### src/rtl/alu_multicycle.sv
// Multi-cycle ALU.
// Single-cycle ops (add/sub/logic/not/compare, immediates) register their outputs on the
// accepting edge. MUL (shift-add) and DIV (restoring) run one iteration per clock for WIDTH
// clocks, with operands latched at acceptance.
//
// Ports:
//   clock_i        single clock, rising edge
//   reset_ni       asynchronous active-low reset
//   start_i        request; accepted only on an edge where busy_o = 0
//   data_a_i/b_i   operands A and B
//   alu_control_i  opcode class: 000 ADDI, 001 SUBI, 010 TYPE_R, 011 ANDI, 100 ORI
//   func_i         TYPE_R function code
//   busy_o         high while an iterative MUL/DIV is running
//   done_o         one-cycle pulse marking valid result/result_hi/flag
//   result_o       sum, difference, logic value, product low half or quotient
//   result_hi_o    product high half or remainder, else 0
//   flag_o         000 none, 001 equal, 010 exception, 011 overflow, 100 underflow, 101 above
module alu_multicycle #(
    parameter int unsigned WIDTH = 32
) (
    input  logic             clock_i,
    input  logic             reset_ni,
    input  logic             start_i,
    input  logic [WIDTH-1:0] data_a_i,
    input  logic [WIDTH-1:0] data_b_i,
    input  logic [2:0]       alu_control_i,
    input  logic [5:0]       func_i,
    output logic             busy_o,
    output logic             done_o,
    output logic [WIDTH-1:0] result_o,
    output logic [WIDTH-1:0] result_hi_o,
    output logic [2:0]       flag_o
);

    localparam int unsigned CW = $clog2(WIDTH + 1);
    localparam logic [CW-1:0] CntInit = CW'(WIDTH);

    localparam logic [2:0] FlagNone  = 3'b000;
    localparam logic [2:0] FlagEqual = 3'b001;
    localparam logic [2:0] FlagExc   = 3'b010;
    localparam logic [2:0] FlagOver  = 3'b011;
    localparam logic [2:0] FlagUnder = 3'b100;
    localparam logic [2:0] FlagAbove = 3'b101;

    typedef enum logic [1:0] {StIdle, StMul, StDiv} state_e;
    typedef enum logic [1:0] {OpSingle, OpMul, OpDiv} op_e;

    state_e           state_q, state_d;
    logic             busy_q, busy_d;
    logic             done_q, done_d;
    logic [WIDTH-1:0] result_q, result_d;
    logic [WIDTH-1:0] result_hi_q, result_hi_d;
    logic [2:0]       flag_q, flag_d;
    logic [CW-1:0]    cnt_q, cnt_d;
    // MUL: acc_hi = partial product, acc_lo = multiplier shifting out, op = multiplicand.
    // DIV: acc_hi = partial remainder, acc_lo = dividend shifting into quotient, op = divisor.
    logic [WIDTH-1:0] acc_hi_q, acc_hi_d;
    logic [WIDTH-1:0] acc_lo_q, acc_lo_d;
    logic [WIDTH-1:0] op_q, op_d;

    // Single-cycle arithmetic with signed overflow detection
    logic [WIDTH-1:0] sum, diff;
    logic             add_ovf, sub_ovf;
    logic [2:0]       add_flag, sub_flag;

    assign sum      = data_a_i + data_b_i;
    assign diff     = data_a_i - data_b_i;
    assign add_ovf  = (data_a_i[WIDTH-1] == data_b_i[WIDTH-1]) &&
                      (sum[WIDTH-1] != data_a_i[WIDTH-1]);
    assign sub_ovf  = (data_a_i[WIDTH-1] != data_b_i[WIDTH-1]) &&
                      (diff[WIDTH-1] != data_a_i[WIDTH-1]);
    assign add_flag = add_ovf ? (data_a_i[WIDTH-1] ? FlagUnder : FlagOver) : FlagNone;
    assign sub_flag = sub_ovf ? (data_a_i[WIDTH-1] ? FlagUnder : FlagOver) : FlagNone;

    // One shift-add multiply step
    logic [WIDTH:0]   mul_sum;
    logic [WIDTH-1:0] mul_hi_nx, mul_lo_nx;

    assign mul_sum   = {1'b0, acc_hi_q} + (acc_lo_q[0] ? {1'b0, op_q} : '0);
    assign mul_hi_nx = mul_sum[WIDTH:1];
    assign mul_lo_nx = {mul_sum[0], acc_lo_q[WIDTH-1:1]};

    // One restoring divide step
    logic [WIDTH:0]   div_shift, div_diff;
    logic             div_ge;
    logic [WIDTH-1:0] div_hi_nx, div_lo_nx;

    assign div_shift = {acc_hi_q, acc_lo_q[WIDTH-1]};
    assign div_diff  = div_shift - {1'b0, op_q};
    assign div_ge    = div_shift >= {1'b0, op_q};
    assign div_hi_nx = div_ge ? div_diff[WIDTH-1:0] : div_shift[WIDTH-1:0];
    assign div_lo_nx = {acc_lo_q[WIDTH-2:0], div_ge};

    // Opcode decode for the request currently on the inputs
    op_e              dec_op;
    logic [WIDTH-1:0] dec_res, dec_hi;
    logic [2:0]       dec_flag;

    always_comb begin
        dec_op   = OpSingle;
        dec_res  = '0;
        dec_hi   = '0;
        dec_flag = FlagNone;
        case (alu_control_i)
            3'b000: begin
                dec_res  = sum;
                dec_flag = add_flag;
            end
            3'b001: begin
                dec_res  = diff;
                dec_flag = sub_flag;
            end
            3'b010: begin
                case (func_i)
                    6'b100000: begin
                        dec_res  = sum;
                        dec_flag = add_flag;
                    end
                    6'b100010: begin
                        dec_res  = diff;
                        dec_flag = sub_flag;
                    end
                    6'b000010: dec_op = OpMul;
                    6'b000001: begin
                        // Divide by zero finishes at once and hands back the dividend
                        if (data_b_i == '0) begin
                            dec_hi   = data_a_i;
                            dec_flag = FlagExc;
                        end else begin
                            dec_op = OpDiv;
                        end
                    end
                    6'b100100: dec_res = data_a_i & data_b_i;
                    6'b100101: dec_res = data_a_i | data_b_i;
                    6'b100111: dec_res = ~data_b_i;
                    6'b101010: begin
                        if (data_a_i == data_b_i) begin
                            dec_flag = FlagEqual;
                        end else if (data_a_i > data_b_i) begin
                            dec_flag = FlagAbove;
                        end
                    end
                    default: dec_flag = FlagExc;
                endcase
            end
            3'b011:  dec_res = data_a_i & data_b_i;
            3'b100:  dec_res = data_a_i | data_b_i;
            default: dec_flag = FlagExc;
        endcase
    end

    // Next-state logic
    always_comb begin
        state_d     = state_q;
        busy_d      = busy_q;
        done_d      = 1'b0;
        result_d    = result_q;
        result_hi_d = result_hi_q;
        flag_d      = flag_q;
        cnt_d       = cnt_q;
        acc_hi_d    = acc_hi_q;
        acc_lo_d    = acc_lo_q;
        op_d        = op_q;
        case (state_q)
            StIdle: begin
                if (start_i) begin
                    case (dec_op)
                        OpMul: begin
                            state_d  = StMul;
                            busy_d   = 1'b1;
                            cnt_d    = CntInit;
                            acc_hi_d = '0;
                            acc_lo_d = data_b_i;
                            op_d     = data_a_i;
                        end
                        OpDiv: begin
                            state_d  = StDiv;
                            busy_d   = 1'b1;
                            cnt_d    = CntInit;
                            acc_hi_d = '0;
                            acc_lo_d = data_a_i;
                            op_d     = data_b_i;
                        end
                        default: begin
                            done_d      = 1'b1;
                            result_d    = dec_res;
                            result_hi_d = dec_hi;
                            flag_d      = dec_flag;
                        end
                    endcase
                end
            end
            StMul: begin
                acc_hi_d = mul_hi_nx;
                acc_lo_d = mul_lo_nx;
                cnt_d    = cnt_q - CW'(1);
                if (cnt_q == CW'(1)) begin
                    state_d     = StIdle;
                    busy_d      = 1'b0;
                    done_d      = 1'b1;
                    result_d    = mul_lo_nx;
                    result_hi_d = mul_hi_nx;
                    flag_d      = (mul_hi_nx != '0) ? FlagOver : FlagNone;
                end
            end
            StDiv: begin
                acc_hi_d = div_hi_nx;
                acc_lo_d = div_lo_nx;
                cnt_d    = cnt_q - CW'(1);
                if (cnt_q == CW'(1)) begin
                    state_d     = StIdle;
                    busy_d      = 1'b0;
                    done_d      = 1'b1;
                    result_d    = div_lo_nx;
                    result_hi_d = div_hi_nx;
                    flag_d      = FlagNone;
                end
            end
            default: begin
                state_d = StIdle;
                busy_d  = 1'b0;
                cnt_d   = '0;
            end
        endcase
    end

    always_ff @(posedge clock_i or negedge reset_ni) begin
        if (!reset_ni) begin
            state_q     <= StIdle;
            busy_q      <= 1'b0;
            done_q      <= 1'b0;
            result_q    <= '0;
            result_hi_q <= '0;
            flag_q      <= FlagNone;
            cnt_q       <= '0;
            acc_hi_q    <= '0;
            acc_lo_q    <= '0;
            op_q        <= '0;
        end else begin
            state_q     <= state_d;
            busy_q      <= busy_d;
            done_q      <= done_d;
            result_q    <= result_d;
            result_hi_q <= result_hi_d;
            flag_q      <= flag_d;
            cnt_q       <= cnt_d;
            acc_hi_q    <= acc_hi_d;
            acc_lo_q    <= acc_lo_d;
            op_q        <= op_d;
        end
    end

    assign busy_o      = busy_q;
    assign done_o      = done_q;
    assign result_o    = result_q;
    assign result_hi_o = result_hi_q;
    assign flag_o      = flag_q;

endmodule

### config.mk
export PLATFORM = sky130hd
export DESIGN_NAME = alu_multicycle
export DESIGN_NICKNAME = d
export VERILOG_FILES = /design/src/rtl/alu_multicycle.sv
export SDC_FILE = /design/constraint.sdc
export NUM_CORES = 1
export LEC_CHECK = 0
export CORE_MARGIN = 2
export CORE_UTILIZATION = 30
export CTS_CLUSTER_SIZE = 8
export DETAILED_ROUTE_END_ITERATION = 10
export PLACE_DENSITY = 0.58
export SLEW_MARGIN = 20
export SYNTH_ARGS = -nofsm -noshare
export SYNTH_HDL_FRONTEND = slang
export SYNTH_SLANG_ARGS = --single-unit
export TNS_END_PERCENT = 100
### constraint.sdc
create_clock -name clock_i -period 3.92 [get_ports clock_i]
set_input_delay 1.176 -clock clock_i [delete_from_list [all_inputs] [get_ports clock_i]]
set_output_delay 1.176 -clock clock_i [all_outputs]
set_load 0.02 [all_outputs]
==> results by group <==
Global routing
  • Total GRT Usage: roughly 25%
  • Vias in the first global route: 20500
  • Most Crowded Layer GR: met2
  • Largest net degree at the start of global routing: between 90 and 100
  • Overflow after GRT: 0
  • Initial antenna violation count: 1
  • Met2 usage: between 40% and 50%
  • GR Util met1: about a third
  • First-pass GRT wire length: 123 mm
  • Routing usage on met3: under 10%

Synth
  • Mean Syn Cell Area: approximately 7.6 sq um
  • Post-synthesis cell count: around 2400
  • Synthesized area: between 0.015 and 0.02 sq mm
  • Post-synth EDFFs: 0
  • Async set-reset flop share out of synthesis: 100%
  • Synthesized net count: roughly 2700
  • Synth warn: 0
  • Synth Register Bits: about 170
  • Seq/Total Area, Yosys: 23.8%
  • Synth unique cells: ~80
  • Ys flop type: dfrtp_1

Power and ir drop
  • Tot Pwr: roughly 13 mW
  • Power density cells: approximately 500 mW/mm^2
  • Leakage power: between 10 and 15 nW
  • Max VDD drop: ~330 uV

Setup path
  • Startpoint Class: input pin
  • Most frequent CP cell: nand4_1
  • Worst Setup SP: data_b_i[16]
  • Worst r2r src: acc_lo_q[0]$_DFFE_PN0P_
  • Cells along the critical path: buf_6 > nor4_4 > nand4_1 > nor2_4 > or3_4 > ha_4 > nand2_2 > a21oi_2 > a21boi_4 > and4_1 > nor4bb_2 > nand4_1 > nor4b_2 > or4b_4 > and4bb_1 > a41o_1 > a31oi_1
  • Worst Setup End Kind: flip-flop
  • Req. time, crit path: between 4 and 5 ns
  • Critical path class: in2reg
  • R2R depth: 15
  • Crit-path max cell delay: approximately 0.48 ns
  • Reg2reg end: flag_o[0]$_DFFE_PN0P_
  • R2R setup slack: -0.23 ns
  • CP Max Fanout: 2
  • Crit path arrival time: roughly 4.8 ns
  • CP max-delay cell: or4b_4

Clock network
  • Bufs on Longest Clock Path: 2
  • Clk pin slew, worst setup/hold paths: 0.07 ns
  • CTS H-Tree Depth: 4
  • Clk sinks: 173
  • CTS Buf Count: 17
  • Skew-Pair Late Insertion Delay: around 0.47 ns
  • CTS tree: done
  • CTS Hold Buffers Added: 0
  • CTS Root Cell: clkbuf_16

Floorplan
  • Die ar.: around 0.063 sq mm
  • Starting Density: a little under a third
  • Top Ports: 145
  • Core Area: approximately 0.06 sq mm
  • Rows: 90
  • Die Ht: between 200 and 300 um
  • Die W: around 250 um

Hold path
  • Hold depth: 2
  • Min-Delay Path Class: reg2reg
  • Worst Min Path Start: result_o[0]$_DFFE_PN0P_
  • Hold Crit Endpoint: result_o[0]$_DFFE_PN0P_

Cells and area
  • Post-route cell area: 0.0262 sq mm
  • Fillers: 6077
  • Share of post-route cells with drive strength above 1: ~29%
  • NumNets Final: 3236
  • Syn-to-layout area delta: 44.5%
  • Ant. Diodes: 0

Placement
  • RePlAce Congestion: just under 1
  • Port bufs: approximately 140
  • Placed cell area: between 0.02 and 0.025 sq mm
  • DP HPWL: between 60 and 70 mm

Timing
  • Max frequency: about 0.23 GHz
  • Relative slew slack: between 30% and 40%
  • Unrepaired setup endpoints after global routing: true
  • Hold Vio Cnt, Final: 0
  • Worst slew pin tran: around 0.94 ns
  • Setup Skew: between 0.01 and 0.015 ns
  • Fin crit period: ~4.4 ns
  • Setup WS post-layout: -0.510 ns
  • Worst hold margin: about 0.49 ns
  • Fin. max-slew vios: 0
  • Count of final setup violators: 3
  • Period utilization: 113%

Route
  • Mean number of vias per cell: ~5.6
  • Pre-antenna DRT Iters: 6
  • Post-DRT Antenna Nets: 0
  • Via count: between 20000 and 25000
  • Initial DRC count: 2136
  • Avg WL per Cell: around 22 um
  • DRC Markers: 0
  • Post-Route WL: around 80 mm

Outcome
  • Outcome: complete, but fails checks
  • Violated checks: negative setup slack

Run
  • Max Cap Viol: 0
-- flip-flops by register name, summed over array words and instances (netlist names) --
name         cells
acc_hi_q        32
acc_lo_q        32
busy_o           1
cnt_q            6
done_o           1
flag_o           3
op_q            32
result_hi_o     32
result_o        32
state_q          2
-- cells in the mapped netlist (17+ instances only) --
library cell	n	share of area, %
inv_1	154	3.2
and3_1	20	0.69
a22oi_1	51	2.1
ha_1	173	12
a222oi_1	26	1.4
nor4_1	22	0.76
o31ai_1	20	0.83
o21a_1	21	0.87
a221oi_1	18	0.87
a21oi_1	262	7.2
a21o_1	35	1.4
o211ai_1	17	0.70
o22ai_1	19	0.65
o21ai_0	176	4.8
nor2_1	231	4.8
xnor2_1	37	1.8
o221ai_1	27	1.3
mux2i_1	81	4.5
nand2_1	233	4.8
clkbuf_1	139	2.9
o21bai_1	21	0.87
dfrtp_1	173	24
nand4_1	22	0.76
nor3_1	40	1.1
a31oi_1	50	1.7
xor2_1	21	1.0
nand3_1	30	0.83
and2_1	46	1.6
-- cell families after synthesis --
group,after synthesis,share of synthesized area [%]
buffers and inverters,311,6.48
xor gates and xnor gates,58,2.80
DFF,173,23.8
and+or+nand+nor,709,17.9
AOI/OAI and AO/OA,882,31.6
muxes,89,4.98
adders and majority gates,177,12.4
-- through the flow --
stage	utilization [%]	setup slack, ns	instances	setup TNS [ns]
floorplan	-	-0.562	2399	-1.12
global placement	40.6	-1.30	3707	-47.05
detailed placement	40.6	-1.38	3707	-48.46
CTS	42.4	-0.544	3751	-1.08
global route	43.7	-0.609	3778	-1.54
finish	43.7	-0.510	3778	-1.05
-- placed cells by master (no fill, tap or decap), types with 20 or more instances in the layout --
master	count
xnor2_1	37
nand3_1	27
a22oi_1	51
nand4_1	22
and2_1	44
mux2i_1	81
clkdlybuf4s50_1	80
nor3_1	35
and3_1	20
a31oi_1	47
nand2_1	229
dfrtp_1	173
o21ai_0	162
ha_1	145
o221ai_1	25
a21oi_1	234
a21oi_2	23
buf_6	37
inv_1	135
buf_4	542
a21o_1	35
o21ai_1	20
a222oi_1	26
nor2_1	220
-- report_power, final --
| part | leakage, nW | internal [mW] | switching (mW) | total [mW] |
|---|---|---|---|---|
| Sequential | 2.17 | 2.43 | 0.726 | 3.16 |
| Clock | 0.299 | 0.970 | 0.849 | 1.82 |
| Combinational | 9.29 | 3.62 | 4.53 | 8.15 |
| Total | 11.8 | 7.02 | 6.11 | 13.1 |
-- routing by layer --
layer	vias to the layer above	routed length, um
met5	-	13
met3	117	5650
met1	10200	35700
met4	2	2400
li1	9927	-
met2	848	37600
-- final cells by class --
class	count	area [sq um]	area share, %
clock inverters	14	155	0.591
well taps	782	978	3.73
repair buffers	722	5930	22.6
clock buffers	18	439	1.67
flip-flops and latches	173	4330	16.5
multi-input cells	1915	13800	52.7
inverters	154	582	2.22
-- what timing repair did --
action | in CTS | in global routing
resized for setup | 236 | 170
pin swaps | 62 | 93
setup endpoints to repair | 45 | 26
buffers inserted | 16 | 29
hold endpoints to repair | 0 | 0
-- worst max-delay path, delay by kind of cell --
kind | cells | cell delay, ns
buffers and inverters | 1 | 0.10
AND/OR/NAND/NOR | 11 | 2.71
AO/OA/AOI/OAI | 4 | 0.62
adder cells (fa/ha/maj) | 1 | 0.14
-- how the worst max path moves through the flow --
stage                             to  slack, ns
2_1_floorplan  flag_o[0]$_DFFE_PN0P_      -0.56
3_3_place_gp   flag_o[0]$_DFFE_PN0P_      -1.30
3_5_place_dp   flag_o[0]$_DFFE_PN0P_      -1.38
4_1_cts        flag_o[0]$_DFFE_PN0P_      -0.54
5_1_grt        flag_o[0]$_DFFE_PN0P_      -0.61
6_report       flag_o[0]$_DFFE_PN0P_      -0.51
Power figures use the tool's default switching activity.
==> variant (config.mk and constraints unchanged) <==
Change the parameter `WIDTH` from 32 to 16.
--- a/src/rtl/alu_multicycle.sv
+++ b/src/rtl/alu_multicycle.sv
@@ -16,7 +16,7 @@
 //   result_hi_o    product high half or remainder, else 0
 //   flag_o         000 none, 001 equal, 010 exception, 011 overflow, 100 underflow, 101 above
 module alu_multicycle #(
-    parameter int unsigned WIDTH = 32
+    parameter int unsigned WIDTH = 16
 ) (
     input  logic             clock_i,
     input  logic             reset_ni,
Interface: changed (resized data_a_i, data_b_i, result_hi_o and result_o); port bits go from 145 to 81. The function was not compared with the original's and may differ.
==> variant against the unedited design <==
  * Setup slack better by 590 ps
  * Routed wire length down 54%
  * Total power down 45%
  * Area after synthesis down 47%
  * Sequential cell count down 81
  * Final area down 52%
  * Die area down 47%
  * Critical path type unchanged
  * Critical endpoint is now result_o[10]$_DFFE_PN0P_
==> variant: results (changes against the unedited design) <==
Seq/Total Area, Yosys -> 0.2400 (+0.001617)
Clk Latency, worst-skew pair -> 370 ps (-100 ps)
Max-slew headroom -> 0.3348 (-0.03660)
fraction of layout cells with a size suffix above 1 -> 0.1844 (-0.1010)
Lkg Pwr -> 5.539 nW (-53%)
Worst Path Max Fanout -> 4 (+2)
H-tree levels -> 3 (-1)
port bufs -> 80 (-44%)
clock sinks -> 92 (-47%)
drt initial violations -> 1015 (-52%)
placed insts -> 1860 (-50%)
hold path startpoint -> result_o[4]$_DFFE_PN0P_
Unique masters post-synth -> 86 (+4.9%)
CTS buffer count -> 9 (-8)
R2R Path End -> flag_o[1]$_DFFE_PN0P_
DR pass1 iterations -> 5 (-1)
vias in the first global route -> 10360 (-50%)
drt wl/cell -> 19.94 um (-7.5%)
Commonest cells post-synth -> nor2_1 (116), nand2_1 (110), o21ai_0 (108)
Worst R2R Path Depth -> 11 (-4)
largest cells by area after synthesis -> dfrtp_1 (24%), ha_1 (12%), o21ai_0 (5.6%), a21oi_1 (4.9%), nor2_1 (4.5%)
hpwl dp -> 30050 um (-54%)
status -> completed
Max VDD drop -> 233.3 uV (-30%)
first-pass GRT wire length -> 59020 um (-52%)
all-layer global routing usage -> 0.2255 (-0.02704)
GPL Wtd Cong -> 0.9426 (-5.0%)
setup skew after layout -> 15.63 ps (+3.328 ps)
syn nets -> 1383 (-48%)
# fillers -> 3244 (-47%)
final worst slack -> 76.80 ps (+586.6 ps)
-- variant: what timing repair did --
action | 4_1_cts | 5_1_grt
cloned | 0 | 0
endpoints found under the setup margin | 1 | 14
setup buffers | 0 | 1
resized for setup | 1 | 19
endpoints found under the hold margin | 0 | 0
pin swaps | 0 | 7
hold buffers | 0 | 0
-- variant: area by class of cell --
class / instances / area [um^2] / share of cell area
Clock buffer: 11 / 242.7 / 0.01925
Clock inverter: 5 / 67.56 / 0.005358
Inverter: 90 / 337.8 / 0.02679
Multi-Input combinational cell: 987 / 6726 / 0.5334
Sequential cell: 92 / 2302 / 0.1826
Tap cell: 402 / 503.0 / 0.03989
Timing Repair Buffer: 290 / 2431 / 0.1928
-- variant: cells by family (layout without fill, tap and decap cells) --
family                   count (synthesis)  in the layout  synth area share
AO/OA/AOI/OAI                          449            449            0.3155
XOR/XNOR                                18             18           0.01721
adder cells (fa/ha/maj)                 96             96            0.1283
buffers and inverters                  164            396           0.06690
flip-flops                              92             92            0.2400
multiplexers                            36             36           0.03847
AND/OR/NAND/NOR                        388            388            0.1937
-- variant: stage by stage --
step | total power, mW | setup TNS (ps) | hold slack (ps)
6_report | 7.215 | 0 | 483.9
5_1_grt | 7.734 | 0 | 525.8
4_1_cts | 7.191 | 0 | 487.9
3_5_place_dp | 6.212 | -4218 | 469.6
3_3_place_gp | 6.160 | -3653 | 472.8
2_1_floorplan | 4.419 | 0 | 463.2
-- variant: per-layer routing --
layer  vias to the layer above  GRT usage  share of wire
met3                        68    0.02919          0.053
met2                       372     0.3883           0.48
met1                      5012     0.2891           0.43
met4                         0    0.08256          0.033
met5                         -          0              0
li1                       5056          -              -
-- variant: worst min path at each step --
stage | endpoint | slack, ps | cells past startpoint
floorplan | op_q[11]$_DFFE_PN0P_ | 460 | 2
global placement | result_o[2]$_DFFE_PN0P_ | 470 | 2
detailed placement | result_o[4]$_DFFE_PN0P_ | 470 | 2
CTS | result_o[4]$_DFFE_PN0P_ | 490 | 2
global route | result_o[4]$_DFFE_PN0P_ | 530 | 2
finish | result_o[4]$_DFFE_PN0P_ | 480 | 2
-- variant: power breakdown --
| part | internal [mW] | switching (mW) | leakage [nW] |
|---|---|---|---|
| Clock | 0.524 | 0.428 | 0.153 |
| Sequential | 1.34 | 0.399 | 1.15 |
| Combinational | 1.99 | 2.53 | 4.23 |
-- variant: worst reg2reg max path: cells and delay by family, from the launching register on --
family	cells	cell delay (ps)
AOI/OAI and AO/OA	6	1680
DFF	1	500
adders and majority gates	2	690
and+or+nand+nor	3	770
